`src/rtl/mips_cpu_pkg.sv`:
```
// Shared constants, types and helpers for the MIPS CPU instruction-side blocks.
package mips_cpu_pkg;

  localparam logic [31:0] RESET_VECTOR = 32'hBFC00000;
  localparam logic [31:0] NOP_INSTR    = 32'h0;

  typedef enum logic [0:0] {
    LOAD = 1'b0,
    RUN  = 1'b1
  } loader_state_t;

  // Converts a big-endian assembled word into the CPU's little-endian byte order.
  function automatic logic [31:0] bswap32(input logic [31:0] w);
    return {w[7:0], w[15:8], w[23:16], w[31:24]};
  endfunction

endpackage

```
`src/rtl/mips_cpu_word_packer.sv`:
```
// Packs a big-endian byte stream into 32-bit words.
// The partial word is cleared after each emitted word, so lanes that were
// never filled read as zero when a short final word is flushed.
module mips_cpu_word_packer (
  input  logic        clk,
  input  logic        reset,
  input  logic        accept,
  input  logic [7:0]  byte_data,
  input  logic        last,
  output logic [31:0] word,
  output logic        word_valid,
  output logic        short_word
);

  logic [1:0]  byte_idx;
  logic [31:0] partial;
  logic [31:0] lane_word;

  // Place the incoming byte in its lane (byte 0 -> [31:24]) and flag word completion.
  always_comb begin
    lane_word  = 32'(byte_data) << {~byte_idx, 3'b000};
    word       = partial | lane_word;
    word_valid = accept && ((byte_idx == 2'd3) || last);
    short_word = accept && last && (byte_idx != 2'd3);
  end

  // Advance the byte counter and hold the partial word between accepted bytes.
  always_ff @(posedge clk or posedge reset) begin
    if (reset) begin
      byte_idx <= 2'd0;
      partial  <= 32'h0;
    end else if (accept) begin
      if (word_valid) begin
        byte_idx <= 2'd0;
        partial  <= 32'h0;
      end else begin
        byte_idx <= byte_idx + 2'd1;
        partial  <= word;
      end
    end
  end

endmodule

```
`src/rtl/mips_cpu_instr_loader_memory.sv`:
```
// Loadable instruction memory for mips_cpu_harvard: serial byte loader,
// CPU reset hold during loading, and combinational fetch port.
//
//   state | meaning
//   LOAD  | accepting program bytes, CPU held in reset, fetches return nop
//   RUN   | loading closed, CPU released, fetches served from memory
module mips_cpu_instr_loader_memory
  import mips_cpu_pkg::*;
#(
  parameter logic [31:0] BASE_ADDR   = RESET_VECTOR,
  parameter int          DEPTH_WORDS = 64,
  localparam int         AW          = $clog2(DEPTH_WORDS),
  localparam int         CW          = AW + 1
) (
  input  logic          clk,
  input  logic          reset,
  input  logic          clk_enable,
  input  logic          load_valid,
  input  logic [7:0]    load_data,
  input  logic          load_last,
  output logic          load_ready,
  output logic          cpu_reset,
  input  logic [31:0]   instr_address,
  output logic [31:0]   instr_readdata,
  output logic          load_error,
  output logic          fetch_fault,
  output logic [CW-1:0] word_count
);

  localparam logic [CW-1:0] LAST_SLOT = CW'(DEPTH_WORDS - 1);

  loader_state_t state;
  logic          accept;
  logic          word_valid;
  logic          short_word;
  logic [31:0]   packed_word;
  logic [31:0]   mem [DEPTH_WORDS];

  logic [31:0]   offset;
  logic [29:0]   idx;
  logic          hit;
  logic          fault_now;

  assign load_ready = (state == LOAD) && clk_enable;
  assign cpu_reset  = (state == LOAD);
  assign accept     = load_valid && load_ready;

  mips_cpu_word_packer u_packer (
    .clk        (clk),
    .reset      (reset),
    .accept     (accept),
    .byte_data  (load_data),
    .last       (load_last),
    .word       (packed_word),
    .word_valid (word_valid),
    .short_word (short_word)
  );

  // Loader FSM, word counter and sticky status flags.
  always_ff @(posedge clk or posedge reset) begin
    if (reset) begin
      state       <= LOAD;
      word_count  <= '0;
      load_error  <= 1'b0;
      fetch_fault <= 1'b0;
    end else if (clk_enable) begin
      if (word_valid) begin
        word_count <= word_count + 1'b1;
        if (short_word) load_error <= 1'b1;
        if (load_last || (word_count == LAST_SLOT)) state <= RUN;
      end
      if ((state == RUN) && fault_now) fetch_fault <= 1'b1;
    end
  end

  // Program storage; contents survive reset, word_count decides what is visible.
  always_ff @(posedge clk) begin
    if (word_valid) mem[word_count[AW-1:0]] <= packed_word;
  end

  // Zero-latency fetch decode; address 0 is the CPU halt address and never faults.
  always_comb begin
    offset         = instr_address - BASE_ADDR;
    idx            = offset[31:2];
    hit            = (state == RUN) && (offset[1:0] == 2'b00) &&
                     (idx < {{(30 - CW){1'b0}}, word_count});
    instr_readdata = hit ? bswap32(mem[idx[AW-1:0]]) : NOP_INSTR;
    fault_now      = (state == RUN) && !hit && (instr_address != 32'h0);
  end

endmodule

```
`config.mk`:
```
export PLATFORM = sky130hd
export DESIGN_NAME = mips_cpu_instr_loader_memory
export DESIGN_NICKNAME = d
export VERILOG_FILES = /design/src/rtl/mips_cpu_pkg.sv /design/src/rtl/mips_cpu_word_packer.sv /design/src/rtl/mips_cpu_instr_loader_memory.sv
export SDC_FILE = /design/constraint.sdc
export NUM_CORES = 2
export LEC_CHECK = 0
export CAP_MARGIN = 30
export CORE_ASPECT_RATIO = 0.8
export CORE_UTILIZATION = 60
export DETAILED_ROUTE_END_ITERATION = 16
export HOLD_SLACK_MARGIN = 0.1
export PLACE_DENSITY = 0.85
export REMOVE_ABC_BUFFERS = 1
export SLEW_MARGIN = 20
export SYNTH_ARGS = -nofsm -noshare
export SYNTH_HDL_FRONTEND = slang
export SYNTH_SLANG_ARGS = --single-unit
export TNS_END_PERCENT = 50
```
`constraint.sdc`:
```
create_clock -name clk -period 4.1 [get_ports clk]
set_input_delay 0.615 -clock clk [delete_from_list [all_inputs] [get_ports clk]]
set_output_delay 0.615 -clock clk [all_outputs]
set_load 0.02 [all_outputs]
```
## After elaboration in Yosys (flattened, before gate mapping)

Memory sizes are Yosys's and may differ from the RTL's.
Index checks and enable logic that the tools add are counted.

| storage, ports and cells | value |
|---|---|
| register bits after elaboration | 44 |
| RAM bits | 2048 |
| input port bits | 45 |
| output and inout bits | 43 |
| word-level logic and storage cells | 42 |
| memories | 1 |

Memories:

| memory | depth | bits a word | read ports | clocked after memory_dff | write ports | RTL line | RTL |
|---|---|---|---|---|---|---|---|
| mem | 64 | 32 | 1 | 0 | 1 | mips_cpu_instr_loader_memory.sv:37 | `logic [31:0] mem [DEPTH_WORDS];` |

| operators by class | value |
|---|---|
| add/subtract/negate cells | 3 |
| magnitude comparators | 1 |
| equality and inequality tests | 3 |
| shifts and indexed selects | 1 |
| muxes and demuxes | 5 |
| bitwise logic cells | 3 |
| reductions and logical operators | 19 |

Operators with widths:

| operator | number |
|---|---|
| $mux W32 | 2 |
| $or A32 B32 Y32 | 1 |
| $reduce_bool A32 Y1 | 1 |
| $shl A8 B5 Y32 | 1 |
| $sub A32 B32 Y32 const B | 1 |
| $lt A30 B7 Y1 | 1 |
| $logic_and A1 B1 Y1 | 10 |
| $add A7 B1 Y7 const B | 1 |
| $eq A7 B6 Y1 const B | 1 |
| $reduce_and A3 Y1 | 2 |
| $reduce_and A2 Y1 | 2 |
| $add A2 B1 Y2 const B | 1 |
| $eq A2 B2 Y1 const B | 1 |
| $logic_not A2 Y1 | 1 |
| $logic_or A1 B1 Y1 | 2 |
| $mux W1 | 2 |
| $mux W2 | 1 |
| $ne A2 B2 Y1 const B | 1 |
| $not A2 Y2 | 1 |
| $logic_not A1 Y1 | 1 |
| $not A1 Y1 | 1 |

## Logic depth before layout (Yosys ltp)

| logic depth | value |
|---|---|
| depth in word-level cells | 9 |
| depth in mapped cells | 11 |
| mapped depth without buffers | 7 |

## By module

Synthesis repeated with hierarchy kept, for this count alone.

| unflattened totals | value |
|---|---|
| cells, all modules | 3739 |
| area, all modules | 81615.8 um^2 |

Modules (own cells, without submodules):

| module | times used | cells an instance | area an instance (um^2) | sequential area each (um^2) |
|---|---|---|---|---|
| mips_cpu_instr_loader_memory | 1 | 3595 | 79927.9 | 61749.2 |
| mips_cpu_word_packer | 1 | 144 | 1687.9 | 850.8 |

## Least setup slack after synthesis

Ideal clock, no wire load.

| timing path | value |
|---|---|
| kind | input port to output port |
| start | input port instr_address[8] |
| end | output port instr_readdata[0] |
| data arrival time | 3.204 ns |
| data required time | 3.485 ns |
| path slack | 0.281 ns |
| stages on the path | 6 |
| buffers on the path | 0 |
| cell sequence | ha_1 > nor2b_1 > a21o_1 > or4_1 > or3_1 > a2111oi_0 |

| between the ends | value |
|---|---|
| longest elaborated chain between the ends | 4 |

RTL lines:

| element | RTL line | RTL |
|---|---|---|
| start: declaration | mips_cpu_instr_loader_memory.sv:23 | `input logic [31:0] instr_address,` |
| $sub A32 B32 Y32 | mips_cpu_instr_loader_memory.sv:83 | `offset = instr_address - BASE_ADDR;` |
| $lt A30 B7 Y1 | mips_cpu_instr_loader_memory.sv:86 | `(idx < {{(30 - CW){1'b0}}, word_count});` |
| $logic_and A1 B1 Y1 | mips_cpu_instr_loader_memory.sv:85 | `hit = (state == RUN) && (offset[1:0] == 2'b00) &&` |
| $mux W32 | mips_cpu_instr_loader_memory.sv:87 | `instr_readdata = hit ? bswap32(mem[idx[AW-1:0]]) : NOP_INSTR;` |
| end: declaration | mips_cpu_instr_loader_memory.sv:24 | `output logic [31:0] instr_readdata,` |

No other way between the ends.

## Worst setup path after layout

| timing path | value |
|---|---|
| start | register word_count[0] |
| end | output port instr_readdata[24] |

| between the ends | value |
|---|---|
| longest elaborated chain between the ends | 3 |

RTL lines:

| element | RTL line | RTL |
|---|---|---|
| start: declaration | mips_cpu_instr_loader_memory.sv:27 | `output logic [CW-1:0] word_count` |
| start signal: assignment | mips_cpu_instr_loader_memory.sv:68 | `word_count <= word_count + 1'b1;` |
| $lt A30 B7 Y1 | mips_cpu_instr_loader_memory.sv:86 |  |
| $logic_and A1 B1 Y1 | mips_cpu_instr_loader_memory.sv:85 |  |
| $mux W32 | mips_cpu_instr_loader_memory.sv:87 |  |

No other way between the ends.

==> flow_summary.toml <==
[status]
status = "finished with violations"
violations = "setup timing"

[die]
initial_utilization_pct = 60.7
core-area_mm2 = 0.132
dieArea_mm2 = 0.135
rows = 119
io_pins = 88
fp.dieH_um = 329
die_w_um = 411

[synthesis]
synth-edff-count = 2048
syn_inst = 3628
async_flop_share_pct = 2.10
ys_types = 57
netlist_area_mm2 = 0.0803
synth_common_cells = "edfxtp_1, mux4_2, a22oi_1, nor2_1, clkbuf_1"
ys_ff_latch = 2092
synth.avg_cell_area_um2 = 22.1
ys.flop_type = "edfxtp_1"
yosysTopAreaCell = "edfxtp_1"
synth_top_area_share_pct = 76.6
ys_warn_count = 0
yosys-top-cells-area = "edfxtp_1, mux4_2, a22oi_1"
yosysMostFrequentCell = "edfxtp_1"
ys_seq_area_share_pct = 78.0

[critical_path]
cp.arrival_ns = 3.57
cpPeakStageDelay_ns = 0.67
crit_buf_inv = 5
path_max_fanout = 9
critPathRequiredTime_ns = 3.48
cp-start-kind = "flop"
crit_type = "reg -> out"
critical_path.cell_chain = "nand2b_1, a211oi_1, buf_4, nor3_1, or3_4, buf_12, buf_12, a311oi_4, buf_4, buf_6"
crit_path_end_kind = "output port"
cp_top_family = "buffers and inverters"
slowest_stage = "dfrtp_1"

[final_layout]
layout-drive-gt1-share_pct = 31.2
final_core_util_pct = 70.3
num-nets-final = 4110
area_delta_synth_final_pct = 15.9
stdcell_count = 5970
fin_area_mm2 = 0.0930

[placed_design]
globalplace.congestion = 0.885
numPortBuffers = 87
place_hpwl_um = 132000
dpl_cell_area_mm2 = 0.0863
dp_cells = 5615

[power_and_ir_drop]
p_switching_uw = 9200
p_comb_share_pct = 3.9
powerDensity_mw_per_mm2 = 462
p_sw_share_pct = 21.4
power_leakage_uw = 0.0286
p_total_uw = 43000
seqPwrFrac_pct = 54.1
power_frac_clock_pct = 42.0
p_int_uw = 33800
vdd_drop_max_v = 0.000516

[global_routing]
globalRoute.totalOverflow = 0
grt_pass1_wl_um = 341000
grt_max_degree = 66
antenna_found_initial = 11
grt_pass1_vias = 45421
grt_usage_pct = 36.8

[cts]
cts.reportedPaths.clkPinSlew_ns = 0.07
numCtsBuffers = 184
htreeDepth = 4
clk_latency_ns = 0.85
root_buffer = "clkbuf_16"
clkSinkCount = 2092
tritoncts = "done"
clock_path_buffers = 3

[sta]
hold_viol_final = 0
period_share_pct = 102
setup_ws_ns = -0.0855
clock-skew-final_ns = 0.0351
tns_ns = -0.198
fin_crit_ns = 4.19
relSlewSlack_pct = 27.0
worst_slew_pin_slew_ns = 1.09
finalMaxSlewViolations = 0
rsz0062_at_grt = "yes"
setup_viol = 6
max_freq_mhz = 239

[route]
viasPerCell = 7.47
dr.pass1.iters = 12
drc = 0
vias = 44593
ant_nets = 0
wire_per_inst_um = 41.3
drt-initial-drc-count = 8698
wirelength_um = 247000

[min_path]
hold_class = "in -> async"

[job]
max_cap_viol_count = 0
-- metal layers --
metal	GRT usage, %	vias up	wire, um
li1	-	16282	-
met1	45.7	22463	75100
met2	58.0	4757	117000
met3	11.6	1079	38500
met4	20.7	12	16000
met5	0	-	77
-- worst paths after layout --
check | endpoint | depth (start not counted) | from | slack, ns
setup / recovery | instr_readdata[24] | 10 | word_count[0]$_DFFE_PP0P_ | -0.09
min in group clk | fetch_fault$_DFFE_PP0P_ | 1 | fetch_fault$_DFFE_PP0P_ | 0.57
max in group asynchronous | word_count[6]$_DFFE_PP0P_ | 3 | reset | 3.29
hold / removal | u_packer.partial[30]$_DFFE_PP0P_ | 2 | reset | 0.20
setup reg to reg | mem[51][20]$_DFFE_PP_ | 7 | state$_DFFE_PP0P_ | 1.09
hold reg to reg | fetch_fault$_DFFE_PP0P_ | 1 | fetch_fault$_DFFE_PP0P_ | 0.57
-- layout make-up --
class | count | area [um^2]
Multi-Input combinational cell | 1317 | 17300
Antenna cell | 3 | 7.51
Fill cell | 7046 | 39200
Clock inverter | 124 | 1330
Tap cell | 1754 | 2190
Timing Repair Buffer | 452 | 4680
Inverter | 10 | 37.5
Clock buffer | 218 | 4800
Sequential cell | 2092 | 62600
-- kinds of logic after synthesis --
family	after synthesis	share of synthesized area, %
simple gates	342	2.07
fa+ha+maj	8	0.125
compound gates	387	3.44
flops	2092	78.0
mux	575	14.9
buf+inv	219	1.44
xor+xnor	5	0.0546
-- power by group through the flow --
stage	sequential (uW)	clock, uW	combinational (uW)
floorplan	23700	0	572
global placement	23700	0	1480
detailed placement	23700	0	1540
CTS	23300	18000	1600
global route	23200	18800	1700
finish	23200	18100	1680
-- layout by cell type, fill, tap and decap left out, drive strengths merged, types with 9 or more instances in the layout --
cell type,instances
edfxtp,2048
dfrtp,44
a22oi,153
a31oi,9
nand2,57
nor2b,32
nor3,15
clkbuf,221
o21ai,41
mux2i,73
bufinv,24
o22ai,16
nand3,46
clkdlybuf4s50,49
buf,397
a21o,33
and4,9
nor2,119
a22o,10
a21oi,40
o2111ai,10
a211oi,33
and2,12
nor4,10
nand4,14
clkinv,83
inv,19
mux4,494
-- worst reg2reg max path: stages (launching register included) --
cell and delay, ns:
dfrtp_1 0.44, buf_4 0.21, nand3b_1 0.28, nor3_1 0.46
nand3_1 0.32, buf_4 0.32, nor2_4 0.30, buf_12 0.35
-- registers in the layout, indices dropped and copies added, names as in the netlist --
register / flops
state: 1
u_packer.byte_idx: 2
word_count: 7
fetch_fault: 1
mem: 2048
load_error: 1
u_packer.partial: 32
-- timing repair --
item / CTS / global route
gates resized for setup: 68 / 17
endpoints found under the setup margin: 32 / 23
pin swaps: 15 / 2
buffers inserted: 0 / 1
hold buffers: 0 / 0
gates cloned: 0 / 1
-- per-stage QoR --
stage | hold WS [ns] | worst slack [ns]
6_report | 0.195 | -0.0855
5_1_grt | 0.245 | -0.166
4_1_cts | 0.158 | -0.132
3_5_place_dp | 0.508 | -0.305
3_3_place_gp | 0.478 | -0.217
2_1_floorplan | 0.464 | -0.529
Power figures use the tool's default switching activity.
